`src/rtl/mem_wb_stage.sv`:
```
// ---------------------------------------------------------------------------
// mem_wb_stage
//   Memory stage plus MEM/WB pipeline register. Takes the EX/MEM register
//   outputs and forwards ALU results directly. It runs loads and stores over
//   a req/ack data-memory handshake and holds EX/MEM stalled while waiting.
//   It presents one registered write-back beat per retired instruction.
//
// Ports
//   clk, reset        rising-edge clock, synchronous active-high reset
//   exm_*             EX/MEM register contents (valid, result/address,
//                     store data, rd, reg_write, mem_read, mem_write)
//   exm_stall         upstream must hold EX/MEM (high while in ACCESS)
//   dm_req/we/addr/wdata   registered data-memory request
//   dm_rdata, dm_ack  memory response (single-cycle ack, rdata with ack)
//   wb_valid          one-cycle retire pulse
//   wb_reg_write      register-file write enable
//   wb_rd, wb_data    write-back register and value (0 when wb_valid=0)
//   mem_err           sticky misaligned-access / timeout flag
// ---------------------------------------------------------------------------
module mem_wb_stage #(
    parameter int unsigned DATA_W      = 64,
    parameter int unsigned REG_AW      = 5,
    parameter int unsigned MEM_TIMEOUT = 16
) (
    input  logic              clk,
    input  logic              reset,
    input  logic              exm_valid,
    input  logic [DATA_W-1:0] exm_alu_result,
    input  logic [DATA_W-1:0] exm_write_data,
    input  logic [REG_AW-1:0] exm_rd,
    input  logic              exm_reg_write,
    input  logic              exm_mem_read,
    input  logic              exm_mem_write,
    output logic              exm_stall,
    output logic              dm_req,
    output logic              dm_we,
    output logic [DATA_W-1:0] dm_addr,
    output logic [DATA_W-1:0] dm_wdata,
    input  logic [DATA_W-1:0] dm_rdata,
    input  logic              dm_ack,
    output logic              wb_valid,
    output logic              wb_reg_write,
    output logic [REG_AW-1:0] wb_rd,
    output logic [DATA_W-1:0] wb_data,
    output logic              mem_err
);

    localparam int unsigned     CNT_W    = $clog2(MEM_TIMEOUT);
    localparam logic [CNT_W-1:0] CNT_LAST = CNT_W'(MEM_TIMEOUT - 1);

    typedef enum logic {
        ST_IDLE,
        ST_ACCESS
    } state_t;

    state_t            state_q, state_d;
    logic [CNT_W-1:0]  cnt_q, cnt_d;

    // Held request and the instruction's destination/control while in ACCESS
    logic              req_q, req_d;
    logic              we_q, we_d;
    logic [DATA_W-1:0] addr_q, addr_d;
    logic [DATA_W-1:0] wdata_q, wdata_d;
    logic [REG_AW-1:0] rd_q, rd_d;
    logic              rw_q, rw_d;

    // MEM/WB register
    logic              wb_valid_q, wb_valid_d;
    logic              wb_reg_write_q, wb_reg_write_d;
    logic [REG_AW-1:0] wb_rd_q, wb_rd_d;
    logic [DATA_W-1:0] wb_data_q, wb_data_d;
    logic              mem_err_q, mem_err_d;

    logic              mem_op;
    logic              misaligned;

    assign mem_op     = exm_mem_read | exm_mem_write;
    assign misaligned = (exm_alu_result[2:0] != 3'b000);

    always_comb begin
        state_d        = state_q;
        cnt_d          = cnt_q;
        req_d          = req_q;
        we_d           = we_q;
        addr_d         = addr_q;
        wdata_d        = wdata_q;
        rd_d           = rd_q;
        rw_d           = rw_q;
        wb_valid_d     = 1'b0;
        wb_reg_write_d = 1'b0;
        wb_rd_d        = '0;
        wb_data_d      = '0;
        mem_err_d      = mem_err_q;

        case (state_q)
            ST_IDLE: begin
                if (exm_valid) begin
                    if (!mem_op) begin
                        wb_valid_d     = 1'b1;
                        wb_rd_d        = exm_rd;
                        wb_data_d      = exm_alu_result;
                        wb_reg_write_d = exm_reg_write & (exm_rd != '0);
                    end else if (misaligned) begin
                        // Retire without touching memory; no register write
                        wb_valid_d = 1'b1;
                        wb_rd_d    = exm_rd;
                        mem_err_d  = 1'b1;
                    end else begin
                        state_d = ST_ACCESS;
                        cnt_d   = '0;
                        req_d   = 1'b1;
                        we_d    = exm_mem_write;
                        addr_d  = exm_alu_result;
                        wdata_d = exm_write_data;
                        rd_d    = exm_rd;
                        rw_d    = exm_reg_write;
                    end
                end
            end

            ST_ACCESS: begin
                if (dm_ack) begin
                    // Ack has priority over the timeout in the same cycle
                    state_d    = ST_IDLE;
                    req_d      = 1'b0;
                    we_d       = 1'b0;
                    addr_d     = '0;
                    wdata_d    = '0;
                    wb_valid_d = 1'b1;
                    wb_rd_d    = rd_q;
                    if (!we_q) begin
                        wb_data_d      = dm_rdata;
                        wb_reg_write_d = rw_q & (rd_q != '0);
                    end
                end else if (cnt_q == CNT_LAST) begin
                    state_d    = ST_IDLE;
                    req_d      = 1'b0;
                    we_d       = 1'b0;
                    addr_d     = '0;
                    wdata_d    = '0;
                    wb_valid_d = 1'b1;
                    wb_rd_d    = rd_q;
                    mem_err_d  = 1'b1;
                end else begin
                    cnt_d = cnt_q + CNT_W'(1);
                end
            end

            default: begin
                state_d = ST_IDLE;
                req_d   = 1'b0;
            end
        endcase
    end

    always_ff @(posedge clk) begin
        if (reset) begin
            state_q        <= ST_IDLE;
            cnt_q          <= '0;
            req_q          <= 1'b0;
            we_q           <= 1'b0;
            addr_q         <= '0;
            wdata_q        <= '0;
            rd_q           <= '0;
            rw_q           <= 1'b0;
            wb_valid_q     <= 1'b0;
            wb_reg_write_q <= 1'b0;
            wb_rd_q        <= '0;
            wb_data_q      <= '0;
            mem_err_q      <= 1'b0;
        end else begin
            state_q        <= state_d;
            cnt_q          <= cnt_d;
            req_q          <= req_d;
            we_q           <= we_d;
            addr_q         <= addr_d;
            wdata_q        <= wdata_d;
            rd_q           <= rd_d;
            rw_q           <= rw_d;
            wb_valid_q     <= wb_valid_d;
            wb_reg_write_q <= wb_reg_write_d;
            wb_rd_q        <= wb_rd_d;
            wb_data_q      <= wb_data_d;
            mem_err_q      <= mem_err_d;
        end
    end

    assign exm_stall    = (state_q == ST_ACCESS);
    assign dm_req       = req_q;
    assign dm_we        = we_q;
    assign dm_addr      = addr_q;
    assign dm_wdata     = wdata_q;
    assign wb_valid     = wb_valid_q;
    assign wb_reg_write = wb_reg_write_q;
    assign wb_rd        = wb_rd_q;
    assign wb_data      = wb_data_q;
    assign mem_err      = mem_err_q;

endmodule

```
`config.mk`:
```
export PLATFORM = sky130hd
export DESIGN_NAME = mem_wb_stage
export DESIGN_NICKNAME = d
export VERILOG_FILES = /design/src/rtl/mem_wb_stage.sv
export SDC_FILE = /design/constraint.sdc
export NUM_CORES = 1
export LEC_CHECK = 0
export CORE_AREA = 5 5 157 159
export CTS_CLUSTER_SIZE = 25
export DETAILED_ROUTE_END_ITERATION = 10
export DIE_AREA = 0 0 162 164
export PLACE_DENSITY = 0.72
export SYNTH_ARGS = -nofsm -noshare
export SYNTH_HDL_FRONTEND = slang
export SYNTH_SLANG_ARGS = --single-unit
```
`constraint.sdc`:
```
create_clock -name clk -period 2.1 [get_ports clk]
set_input_delay 0.315 -clock clk [delete_from_list [all_inputs] [get_ports clk]]
set_output_delay 0.315 -clock clk [all_outputs]
set_load 0.01 [all_outputs]
```
==> results.txt, run 1 <==
----------------------------------------------------
[Place]
  Cell total after placement ... 1,522
  Final estimated routing congestion in global placement ... 0.816
  Post-DP HPWL ... 20,700 um
  I/O Buffers ... 406

[Power and ir drop]
  Switching power ... 2.14 mW
  Sum of internal, switching and leakage power ... 9.49 mW
  Total power divided by cell area ... 706 nW/um^2
  Cell-internal power ... 7.35 mW
  P_leak ... 4.52 nW
  Maximum resistive drop on vdd ... 0.462 mV
  Combinational power share ... 10.1%
  Relative contribution of the clock network to total power ... 46.1%
  Net Sw Frac ... 22.5%
  Part of the power in registers ... 43.8%

[Die]
  Starting utilization of the core area ... 34.9%
  Die width ... 162 um
  Number of primary I/O pins ... 407
  Die outline area ... 26,600 um^2
  Height of the die ... 164 um
  Std-Cell Rows ... 56
  Core Area ... 23,100 um^2

[Synth]
  Cell type contributing the most total cell area after synthesis ... sky130_fd_sc_hd__dfxtp_1
  Post-synthesis async set-or-reset flop share ... 0%
  Net count after synthesis ... 1,078
  Sequential element share of the synthesized area ... 52.8%
  Top cells by area in the synthesized netlist ... sky130_fd_sc_hd__dfxtp_1 53%, sky130_fd_sc_hd__nand3_2 7.9%, sky130_fd_sc_hd__nand2_1 6.6%
  Post-synth design cell area ... 8080 um^2
  Leading cell type by number of instances after synthesis ... sky130_fd_sc_hd__dfxtp_1
  Yosys warning total ... 0
  Leading cell types by count after synthesis ... 213 x sky130_fd_sc_hd__dfxtp_1, 141 x sky130_fd_sc_hd__nand2_1, 76 x sky130_fd_sc_hd__a21oi_1, 76 x sky130_fd_sc_hd__nor2_1, 65 x sky130_fd_sc_hd__a22oi_1
  Number of storage elements in the synthesis netlist ... 213
  Avg Synthesized Cell Area ... 9.25 um^2
  Post-synthesis cell type count ... 32
  Post-Syn Instances ... 873
  Most common flop cell mapped by yosys ... sky130_fd_sc_hd__dfxtp_1
  Number of enable-type register cells in the synthesized netlist ... 0
  Area share of the largest cell type after synthesis ... 52.8%

[Route]
  Number of antenna-violating nets in the routed design ... 0
  Total wire length after detailed routing ... 28,900 um
  Via/cell ratio ... 4.98
  Routed length per instance ... 18.5 um
  DRC Markers ... 0
  DR pass1 iterations ... 5
  Vias after detailed routing ... 7,807
  DR iter-0 viols ... 389

[Final layout]
  Area growth syn-to-layout ... 66.3%
  Sequential standard cell area ... 4260 um^2
  Final std cells w/o fill ... 1,567
  Area of the multi-input gates ... 3440 um^2
  Number of nets at the end of the flow ... 1,464
  Share of final-layout standard cells stronger than drive strength 1 ... 16.0%
  Layout filler cell count ... 2,010
  Util after Layout ... 58.1%

[Setup path]
  Path type of the worst setup path ... reg -> out
  Data arrival, critical path ... 1.63 ns
  Startpoint Class ... register
  Highest fanout seen on the critical path ... 6
  Slowest stage cell on the critical path ... sky130_fd_sc_hd__clkdlybuf4s50_1
  Crit-path leading delay family ... buffers and inverters
  Count of buffer and inverter cells on the critical path ... 1
  Setup slack of the worst register-to-register path ... 0.31 ns
  Worst R2R End ... wb_data[39]$_SDFF_PP0_
  Launch point of the worst reg-to-reg path ... exm_stall$_SDFF_PP0_
  CP Cell Sequence ... clkdlybuf4s50_1
  Critical path data required time ... 1.78 ns
  CP max stage delay ... 0.64 ns
  Setup crit end kind ... primary output
  Path depth of the worst reg2reg path ... 6

[Timing]
  Post-layout minimum cycle time ... 1.94 ns
  Final Slew Violations ... 0
  Hold slack ... 0.177 ns
  Worst slew margin relative to its limit ... 56.9%
  Unrepaired setup endpoints after global routing ... no
  Slew of the pin with the lowest slew margin ... 0.642 ns
  Final setup violation count ... 0
  Final hold vios ... 0
  Upper clock frequency limit ... 515 MHz
  Clock skew after layout ... 0.0219 ns
  Final clock period utilization by the worst path ... 92.5%

[Min path]
  Type of the worst min-delay path ... in -> reg
  Launch instance of the worst min-delay path ... reset
  Cell depth of the worst hold path ... 2
  Worst min-delay path endpoint ... dm_wdata[26]$_SDFFE_PP0P_

[Global route]
  Initial antenna violation count ... 2
  Global-route usage over all layers ... 20.5%
  Pin count of the biggest net entering global routing ... 100
  First-pass GRT wire length ... 44,000 um
  Global route total overflow ... 0
  Vias in the first global route ... 7,890

[Clock network]
  Count of hold-fix buffers inserted at cts ... 0
  Clk root buf ... sky130_fd_sc_hd__clkbuf_16
  Skew-Pair Late Insertion Delay ... 0.52 ns
  Sinks on Clock Net ... 213
  Setup Buffers After CTS ... 0
  Number of buffers on the longest clock path ... 3
  Clk slew on worst S/H paths ... 0.06 ns
  Number of H-tree levels ... 1
  Number of gates resized after cts ... 0
  Number of CTS-inserted buffers ... 25
  Clock tree from TritonCTS ... built

[Flow run]
  Max-cap check violation count ... 0

[Outcome]
  Outcome ... completed

----------------------------------------------------
-- logic make-up (layout without fill, tap and decap cells) --
kind of cell	Yosys count	after routing	synth area share, %
buffers and inverters	82	485	4.94
AO/OA/AOI/OAI	213	213	18.5
other	0	1	0
flip-flops	213	213	52.8
XOR/XNOR	1	1	0.108
adder cells (fa/ha/maj)	1	1	0.155
AND/OR/NAND/NOR	363	363	23.5
-- worst max path at each step --
stage | start | endpoint | slack [ns] | cells past startpoint
floorplan | exm_alu_result[2] | dm_wdata[10]$_SDFFE_PP0P_ | 0.24 | 8
global placement | exm_alu_result[2] | dm_addr[60]$_SDFFE_PP0P_ | -0.16 | 8
detailed placement | exm_alu_result[2] | dm_addr[60]$_SDFFE_PP0P_ | -0.18 | 8
CTS | exm_stall$_SDFF_PP0_ | exm_stall | 0.11 | 1
global route | exm_stall$_SDFF_PP0_ | exm_stall | 0.08 | 1
finish | exm_stall$_SDFF_PP0_ | exm_stall | 0.16 | 1
-- stage by stage --
stage	TNS, ns	worst slack (ns)	instance area [um^2]
floorplan	0	0.238	8080
global placement	-16.30	-0.157	12600
detailed placement	-16.22	-0.184	12600
CTS	0	0.112	13400
global route	0	0.0792	13400
finish	0	0.157	13400
-- layout by cell type (no fill, tap or decap), types with 16 or more instances in the layout --
master	count
sky130_fd_sc_hd__clkdlybuf4s50_1	405
sky130_fd_sc_hd__dfxtp_1	213
sky130_fd_sc_hd__nand2_1	141
sky130_fd_sc_hd__a21oi_1	76
sky130_fd_sc_hd__nor2_1	75
sky130_fd_sc_hd__a22oi_1	65
sky130_fd_sc_hd__nand3_2	64
sky130_fd_sc_hd__nand3_1	64
sky130_fd_sc_hd__a21oi_2	60
sky130_fd_sc_hd__clkbuf_16	25
sky130_fd_sc_hd__buf_4	19
sky130_fd_sc_hd__buf_12	16
-- flip-flops by register name (all words and copies together) (netlist names) --
signal	count
dm_addr	64
dm_wdata	64
wb_data	64
rd_q	5
wb_rd	5
cnt_q	4
dm_req	1
dm_we	1
exm_stall	1
mem_err	1
rw_q	1
wb_reg_write	1
wb_valid	1
-- worst register-to-register path: cells and delay by family, from the launching register on --
| family | cells | cell delay, ns |
|---|---|---|
| AO/OA/AOI/OAI | 1 | 0.22 |
| flip-flops | 1 | 0.38 |
| AND/OR/NAND/NOR | 3 | 0.63 |
| buffers and inverters | 2 | 0.50 |
-- power groups by stage --
stage / Sequential (mW) / Clock [mW] / Combinational [mW]
3_5_place_dp: 4.24 / 0 / 0.962
5_1_grt: 4.16 / 4.68 / 1.02
2_1_floorplan: 4.28 / 0 / 0.255
6_report: 4.16 / 4.37 / 0.960
4_1_cts: 4.16 / 4.48 / 0.968
3_3_place_gp: 4.24 / 0 / 0.958
-- layout make-up --
cell class,instances,area share [%]
well taps,290,2.70
clock buffers,33,5.11
clock inverters,11,1.06
multi-input cells,578,25.6
repair buffers,441,33.7
diodes,1,0.0186
flip-flops and latches,213,31.8
-- per-layer routing --
layer  GRT usage (%)  wire (um)  vias to the layer above
li1                -          -                     3785
met3            8.46       3180                       46
met4            5.38        684                        2
met5               0         13                        -
met2            35.5      14000                      320
met1            23.5      11100                     3654
Power figures use the tool's default switching activity.
==> run 2, diff against run 1 <==
Settings changed: CORE_AREA 5 5 157 159 to 2 2 158 160, DIE_AREA 0 0 162 164 to 0 0 160 162, PLACE_DENSITY 0.72 to 0.69, TNS_END_PERCENT from default to 5.
==> run 2 against run 1 <==
  * Combinational power grew 0.9%
  * Clock skew shrank 0.0082 ns
  * First-iteration DRC count grew 41%
  * Final cell count grew 2.6%
  * Clock power shrank 4%
  * Count of clock-buffer cells in the layout grew 2
  * Via count grew 0.55%
  * Critical path type unchanged
  * Largest cell class unchanged
  * Largest power group unchanged
==> results.txt, run 2 (synthesis gave the netlist of run 1 again) <==
----------------------------------------------------
[Setup path]
  Timing endpoint of the critical path ... exm_stall
  Worst R2R End ... dm_wdata[17]$_SDFFE_PP0P_
  CP max stage delay ... 0.65 ns (about the same)
  Data arrival, critical path ... 1.62 ns (about the same)
  Setup crit end kind ... primary output
  Critical path data required time ... 1.78 ns (about the same)
  Startpoint Class ... register
  Count of buffer and inverter cells on the critical path ... 1 (unchanged)
  Crit-path leading delay family ... buffers and inverters
  CP Cell Sequence ... clkdlybuf4s50_1
  Launch point of the worst reg-to-reg path ... cnt_q[0]$_SDFFE_PP0P_
  Slowest stage cell on the critical path ... sky130_fd_sc_hd__clkdlybuf4s50_1
  Highest fanout seen on the critical path ... 6 (unchanged)
  Setup slack of the worst register-to-register path ... 0.34 ns (+0.03 ns)
  Start point of the critical path ... exm_stall$_SDFF_PP0_
  Path depth of the worst reg2reg path ... 7 (+1)
  Path type of the worst setup path ... reg -> out
  Cell depth of the worst setup path ... 1 (unchanged)

[Global route]
  Pin count of the biggest net entering global routing ... 77 (-23%)
  Global-route usage over all layers ... 20.9% (+0.38 points)
  First-pass GRT wire length ... 43,800 um (-0.53%)
  Initial antenna violation count ... 0 (-2)
  Vias in the first global route ... 7,850 (-0.51%)
  Global route total overflow ... 0 (unchanged)

[Final layout]
  Share of final-layout standard cells stronger than drive strength 1 ... 16.4% (+0.38 points)
  Number of nets at the end of the flow ... 1,472 (+0.55%)
  Sequential standard cell area ... 4260 um^2 (unchanged)
  Area of the multi-input gates ... 3440 um^2 (unchanged)
  Commonest non-fill, non-tap cell in the layout ... sky130_fd_sc_hd__clkdlybuf4s50_1
  Layout filler cell count ... 2,218 (+10%)
  Area growth syn-to-layout ... 67.6%
  Most frequent cells in the layout ... 405 x sky130_fd_sc_hd__clkdlybuf4s50_1, 213 x sky130_fd_sc_hd__dfxtp_1, 141 x sky130_fd_sc_hd__nand2_1, 76 x sky130_fd_sc_hd__a21oi_1, 75 x sky130_fd_sc_hd__nor2_1
  Antenna Diode Count ... 0 (-1)

[Timing]
  Post-layout minimum cycle time ... 1.93 ns (-0.0122 ns)
  Final clock period utilization by the worst path ... 91.9% (-0.58 points)
  Final hold vios ... 0 (unchanged)
  Final Slew Violations ... 0 (unchanged)
  Unrepaired setup endpoints after global routing ... no
  Final setup violation count ... 0 (unchanged)
  Upper clock frequency limit ... 518 MHz (+0.63%)
  Slew of the pin with the lowest slew margin ... 0.669 ns (+0.0270 ns)
  Hold slack ... 0.258 ns (+0.0814 ns)
  Worst slew margin relative to its limit ... 55.1% (-1.8 points)
  Clock skew after layout ... 0.0137 ns (-0.00820 ns)

[Die]
  Die width ... 160 um (-1.2%)
  Starting utilization of the core area ... 33.5% (-1.4 points)
  Std-Cell Rows ... 57 (+1.8%)
  Height of the die ... 162 um (-1.2%)
  Core Area ... 24,100 um^2 (+4.3%)
  Number of primary I/O pins ... 407 (unchanged)
  Die outline area ... 25,900 um^2 (-2.4%)

[Route]
  Via/cell ratio ... 4.88 (-2.0%)
  DR pass1 iterations ... 5 (unchanged)
  Routed length per instance ... 17.6 um (-4.8%)
  Vias after detailed routing ... 7,850 (+0.55%)
  DRC Markers ... 0 (unchanged)
  Total wire length after detailed routing ... 28,300 um (-2.3%)
  DR iter-0 viols ... 548 (+41%)
  Number of antenna-violating nets in the routed design ... 0 (unchanged)

[Power and ir drop]
  P_leak ... 4.56 nW (+0.88%)
  Maximum resistive drop on vdd ... 0.447 mV (-3.3%)
  Total power divided by cell area ... 689 nW/um^2 (-2.5%)
  Sum of internal, switching and leakage power ... 9.32 mW (-1.7%)

[Clock network]
  Number of CTS-inserted buffers ... 24 (-4.0%)
  Skew-Pair Late Insertion Delay ... 0.51 ns (about the same)
  Clock tree from TritonCTS ... built
  Number of H-tree levels ... 1 (unchanged)
  Setup Buffers After CTS ... 0 (unchanged)
  Clk root buf ... sky130_fd_sc_hd__clkbuf_16
  Count of hold-fix buffers inserted at cts ... 0 (unchanged)
  Clk slew on worst S/H paths ... 0.06 ns (about the same)
  Sinks on Clock Net ... 213 (unchanged)
  Number of buffers on the longest clock path ... 3 (unchanged)
  Number of gates resized after cts ... 0 (unchanged)

[Place]
  Post-DP HPWL ... 20,400 um (-1.6%)
  I/O Buffers ... 406 (unchanged)
  Final estimated routing congestion in global placement ... 0.842 (+3.2%)

[Min path]
  Type of the worst min-delay path ... in -> reg

[Outcome]
  Outcome ... completed

[Flow run]
  Max-cap check violation count ... 0 (unchanged)

----------------------------------------------------
-- run 2: cell types whose count changed in the layout (fill, tap and decap cells not counted) --
| cell | delta |
|---|---|
| sky130_fd_sc_hd__diode_2 | -1 |
| sky130_fd_sc_hd__clkinvlp_4 | -1 |
| sky130_fd_sc_hd__inv_6 | -1 |
| sky130_fd_sc_hd__buf_6 | +1 |
| sky130_fd_sc_hd__clkinv_4 | -1 |
| sky130_fd_sc_hd__buf_4 | +6 |
| sky130_fd_sc_hd__bufinv_16 | -1 |
| sky130_fd_sc_hd__clkbuf_1 | +1 |
| sky130_fd_sc_hd__buf_12 | +3 |
-- run 2: worst min path at each step --
stage / from / end / slack [ns] / cells past startpoint
floorplan: rw_q$_SDFFE_PP0P_ / rw_q$_SDFFE_PP0P_ / 0.44 / 2
global placement: dm_addr[0]$_SDFFE_PP0P_ / dm_addr[0]$_SDFFE_PP0P_ / 0.44 / 1
detailed placement: dm_addr[0]$_SDFFE_PP0P_ / dm_addr[0]$_SDFFE_PP0P_ / 0.44 / 1
CTS: reset / exm_stall$_SDFF_PP0_ / 0.24 / 2
global route: reset / wb_data[14]$_SDFF_PP0_ / 0.27 / 2
finish: reset / wb_data[19]$_SDFF_PP0_ / 0.26 / 2
-- run 2: area by class of cell --
class                   count  area share (%)
repair buffers            450            34.2
flip-flops and latches    213            31.5
multi-input cells         578            25.4
clock buffers              35            5.20
well taps                 324            3.00
clock inverters             7           0.647
-- run 2: where the power goes --
part | internal (mW) | total (mW) | leakage (nW) | switching (mW)
combinational | 0.575 | 0.969 | 2.45 | 0.393
clock | 2.55 | 4.19 | 0.388 | 1.64
sequential | 4.12 | 4.16 | 1.72 | 0.0378
-- run 2: metrics by stage --
stage,cells,utilization (%),TNS [ns],setup WS [ns],area (um^2)
after CTS,1607,56.1,0,0.109,13500
after floorplan,873,-,0,0.238,8080
final,1607,56.1,0,0.169,13500
after detailed placement,1565,52.9,-31.07,-0.276,12700
after global placement,1565,52.9,-30.07,-0.256,12700
after global routing,1607,56.1,0,0.0975,13500
-- run 2: routing by layer --
layer  up-vias  global-route usage, %  share of wire [%]
met1      3694                   24.5                 40
met4         0                   5.41                2.0
met3        38                   7.23                9.7
met2       325                   36.5                 49
li1       3793                      -                  -
met5         -                      0                  0
==> run 3, diff against run 2 <==
Settings changed: ABC_AREA from default to 0, PLACE_DENSITY 0.69 to 0.67.
==> run 3 against run 2 <==
  * Final cell count about the same
  * Maximum frequency increased by 0.78%
  * Core utilization decreased by 0.057 points
  * Critical path depth unchanged
  * First-iteration DRC count increased by 2.7%
  * Critical path type unchanged
  * Highest routed layer unchanged
  * Global-route usage decreased by 0.11 points
  * Sequential cell count unchanged
==> results.txt, run 3 (synthesis gave the netlist of run 1 again) <==
----------------------------------------------------
[Timing]
  Final clock period utilization by the worst path ... 91.2% (-0.71 points)
  Post-layout minimum cycle time ... 1.92 ns (-0.0150 ns)
  Unrepaired setup endpoints after global routing ... no
  PnR worst setup slack ... 0.184 ns (+0.0150 ns)
  Upper clock frequency limit ... 522 MHz (+0.78%)
  Final hold vios ... 0 (unchanged)
  Clock skew after layout ... 0.00856 ns (-0.00516 ns)
  Worst slew margin relative to its limit ... 54.9% (-0.15 points)
  Slew of the pin with the lowest slew margin ... 0.671 ns (+0.00225 ns)
  Hold slack ... 0.196 ns (-0.0622 ns)
  Final Slew Violations ... 0 (unchanged)
  Final setup violation count ... 0 (unchanged)

[Final layout]
  Number of nets at the end of the flow ... 1,470 (-0.14%)
  Commonest non-fill, non-tap cell in the layout ... sky130_fd_sc_hd__clkdlybuf4s50_1
  Area growth syn-to-layout ... 67.4%
  Most frequent cells in the layout ... 405 x sky130_fd_sc_hd__clkdlybuf4s50_1, 213 x sky130_fd_sc_hd__dfxtp_1, 141 x sky130_fd_sc_hd__nand2_1, 76 x sky130_fd_sc_hd__a21oi_1, 75 x sky130_fd_sc_hd__nor2_1
  Antenna Diode Count ... 0 (unchanged)
  Share of final-layout standard cells stronger than drive strength 1 ... 16.5% (+0.091 points)
  Util after Layout ... 56.1% (-0.057 points)
  Final Cell Area ... 13,500 um^2 (-0.10%)

[Clock network]
  Number of gates resized after cts ... 0 (unchanged)
  Clock tree from TritonCTS ... built
  Skew-Pair Late Insertion Delay ... 0.51 ns (about the same)
  Clk slew on worst S/H paths ... 0.06 ns (about the same)
  Clk root buf ... sky130_fd_sc_hd__clkbuf_16
  Number of buffers on the longest clock path ... 3 (unchanged)
  Setup Buffers After CTS ... 0 (unchanged)
  Number of H-tree levels ... 1 (unchanged)
  Number of CTS-inserted buffers ... 24 (unchanged)
  Count of hold-fix buffers inserted at cts ... 0 (unchanged)
  Sinks on Clock Net ... 213 (unchanged)

[Die]
  Starting utilization of the core area ... 33.5% (unchanged)
  Number of primary I/O pins ... 407 (unchanged)
  Std-Cell Rows ... 57 (unchanged)
  Die outline area ... 25,900 um^2 (unchanged)
  Die width ... 160 um (unchanged)
  Core Area ... 24,100 um^2 (unchanged)
  Height of the die ... 162 um (unchanged)

[Setup path]
  Data arrival, critical path ... 1.60 ns (-0.02 ns)
  Start point of the critical path ... exm_stall$_SDFF_PP0_
  Timing endpoint of the critical path ... exm_stall
  Cell depth of the worst setup path ... 1 (unchanged)
  Worst R2R End ... dm_addr[8]$_SDFFE_PP0P_
  Path type of the worst setup path ... reg -> out
  CP max stage delay ... 0.64 ns (about the same)
  CP Cell Sequence ... clkdlybuf4s50_1
  Setup crit end kind ... primary output
  Launch point of the worst reg-to-reg path ... cnt_q[0]$_SDFFE_PP0P_
  Slowest stage cell on the critical path ... sky130_fd_sc_hd__clkdlybuf4s50_1
  Path depth of the worst reg2reg path ... 7 (unchanged)
  Startpoint Class ... register
  Count of buffer and inverter cells on the critical path ... 1 (unchanged)
  Crit-path leading delay family ... buffers and inverters
  Highest fanout seen on the critical path ... 6 (unchanged)
  Setup slack of the worst register-to-register path ... 0.30 ns (-0.04 ns)
  Critical path data required time ... 1.78 ns (about the same)

[Global route]
  First-pass GRT wire length ... 43,300 um (-1.0%)
  Grt peak-use layer ... met2
  Global route total overflow ... 0 (unchanged)
  Grt met2 use ... 35.4% (-1.1 points)
  Pin count of the biggest net entering global routing ... 80 (+3.9%)
  Vias in the first global route ... 7,705 (-1.8%)
  Initial antenna violation count ... 0 (unchanged)
  Met1 routing resource usage after global routing ... 24.9% (+0.42 points)
  Met3 global-route usage ... 7.43% (+0.20 points)
  Global-route usage over all layers ... 20.7% (-0.11 points)

[Flow run]
  Max-cap check violation count ... 0 (unchanged)

[Place]
  Standard cell area after detailed placement ... 12,700 um^2 (-0.12%)
  Final estimated routing congestion in global placement ... 0.855 (+1.4%)
  Setup slack at placement ... -0.147 ns (+0.128 ns)
  Post-DP HPWL ... 20,500 um (+0.43%)
  I/O Buffers ... 406 (unchanged)

[Power and ir drop]
  Maximum resistive drop on vdd ... 0.431 mV (-3.5%)
  Total power divided by cell area ... 685 nW/um^2 (-0.54%)
  Cell-internal power ... 7.18 mW (-0.99%)
  Part of the power in registers ... 44.9% (+0.3 points)
  Combinational power share ... 10.4% (about the same)
  P_leak ... 4.55 nW (-0.28%)
  Net Sw Frac ... 22.5% (+0.27 points)
  Relative contribution of the clock network to total power ... 44.7% (-0.3 points)
  Switching power ... 2.08 mW (+0.59%)

[Min path]
  Type of the worst min-delay path ... in -> reg
  Launch instance of the worst min-delay path ... reset
  Cell depth of the worst hold path ... 2 (unchanged)

[Route]
  Routed length per instance ... 17.7 um (+0.78%)
  Number of antenna-violating nets in the routed design ... 0 (unchanged)
  DR pass1 iterations ... 5 (unchanged)
  Via/cell ratio ... 4.88 (about the same)
  Vias after detailed routing ... 7,839 (-0.14%)
  DR iter-0 viols ... 563 (+2.7%)
  Total wire length after detailed routing ... 28,500 um (+0.72%)
  DRC Markers ... 0 (unchanged)

[Outcome]
  Outcome ... completed

----------------------------------------------------
==> run 3: changes by cell type in the layout (fill, tap and decap cells not counted) <==
cell | previous run | this run
sky130_fd_sc_hd__clkbuf_8 | 4 | 9
sky130_fd_sc_hd__bufinv_16 | 2 | 0
sky130_fd_sc_hd__clkbuf_1 | 6 | 4
sky130_fd_sc_hd__buf_4 | 25 | 23
==> run 3: cell type report <==
cell class | count | area (um^2)
fillers | 2185 | 10600
repair buffers | 448 | 4620
flip-flops and latches | 213 | 4260
multi-input cells | 578 | 3440
clock buffers | 38 | 764
well taps | 324 | 405
clock inverters | 5 | 27.5
==> run 3: worst min path at each step <==
stage	to	slack, ns
finish	wb_data[21]$_SDFF_PP0_	0.20
detailed placement	dm_addr[1]$_SDFFE_PP0P_	0.44
floorplan	rw_q$_SDFFE_PP0P_	0.44
CTS	wb_data[44]$_SDFF_PP0_	0.18
global placement	dm_addr[1]$_SDFFE_PP0P_	0.44
global route	wb_data[13]$_SDFF_PP0_	0.21
==> run 3: stage by stage <==
stage | std cells | setup TNS [ns] | total power [mW]
6_report | 1606 | 0 | 9.26
5_1_grt | 1606 | 0 | 9.59
4_1_cts | 1606 | 0 | 9.37
3_5_place_dp | 1563 | -14.49 | 5.21
3_3_place_gp | 1563 | -12.40 | 5.21
2_1_floorplan | 873 | 0 | 4.53
==> run 3: layer usage <==
metal | part of all wire (%) | routed length (um) | up-vias
met2 | 48 | 13700 | 330
li1 | - | - | 3796
met5 | 0 | 0 | -
met1 | 40 | 11500 | 3679
met3 | 9.5 | 2720 | 34
met4 | 2.0 | 567 | 0
==> run 3: power groups by stage <==
stage / sequential [mW] / clock, mW / combinational (mW)
final: 4.16 / 4.14 / 0.967
after global routing: 4.16 / 4.40 / 1.03
after CTS: 4.16 / 4.24 / 0.974
after detailed placement: 4.25 / 0 / 0.967
after global placement: 4.24 / 0 / 0.966
after floorplan: 4.28 / 0 / 0.255
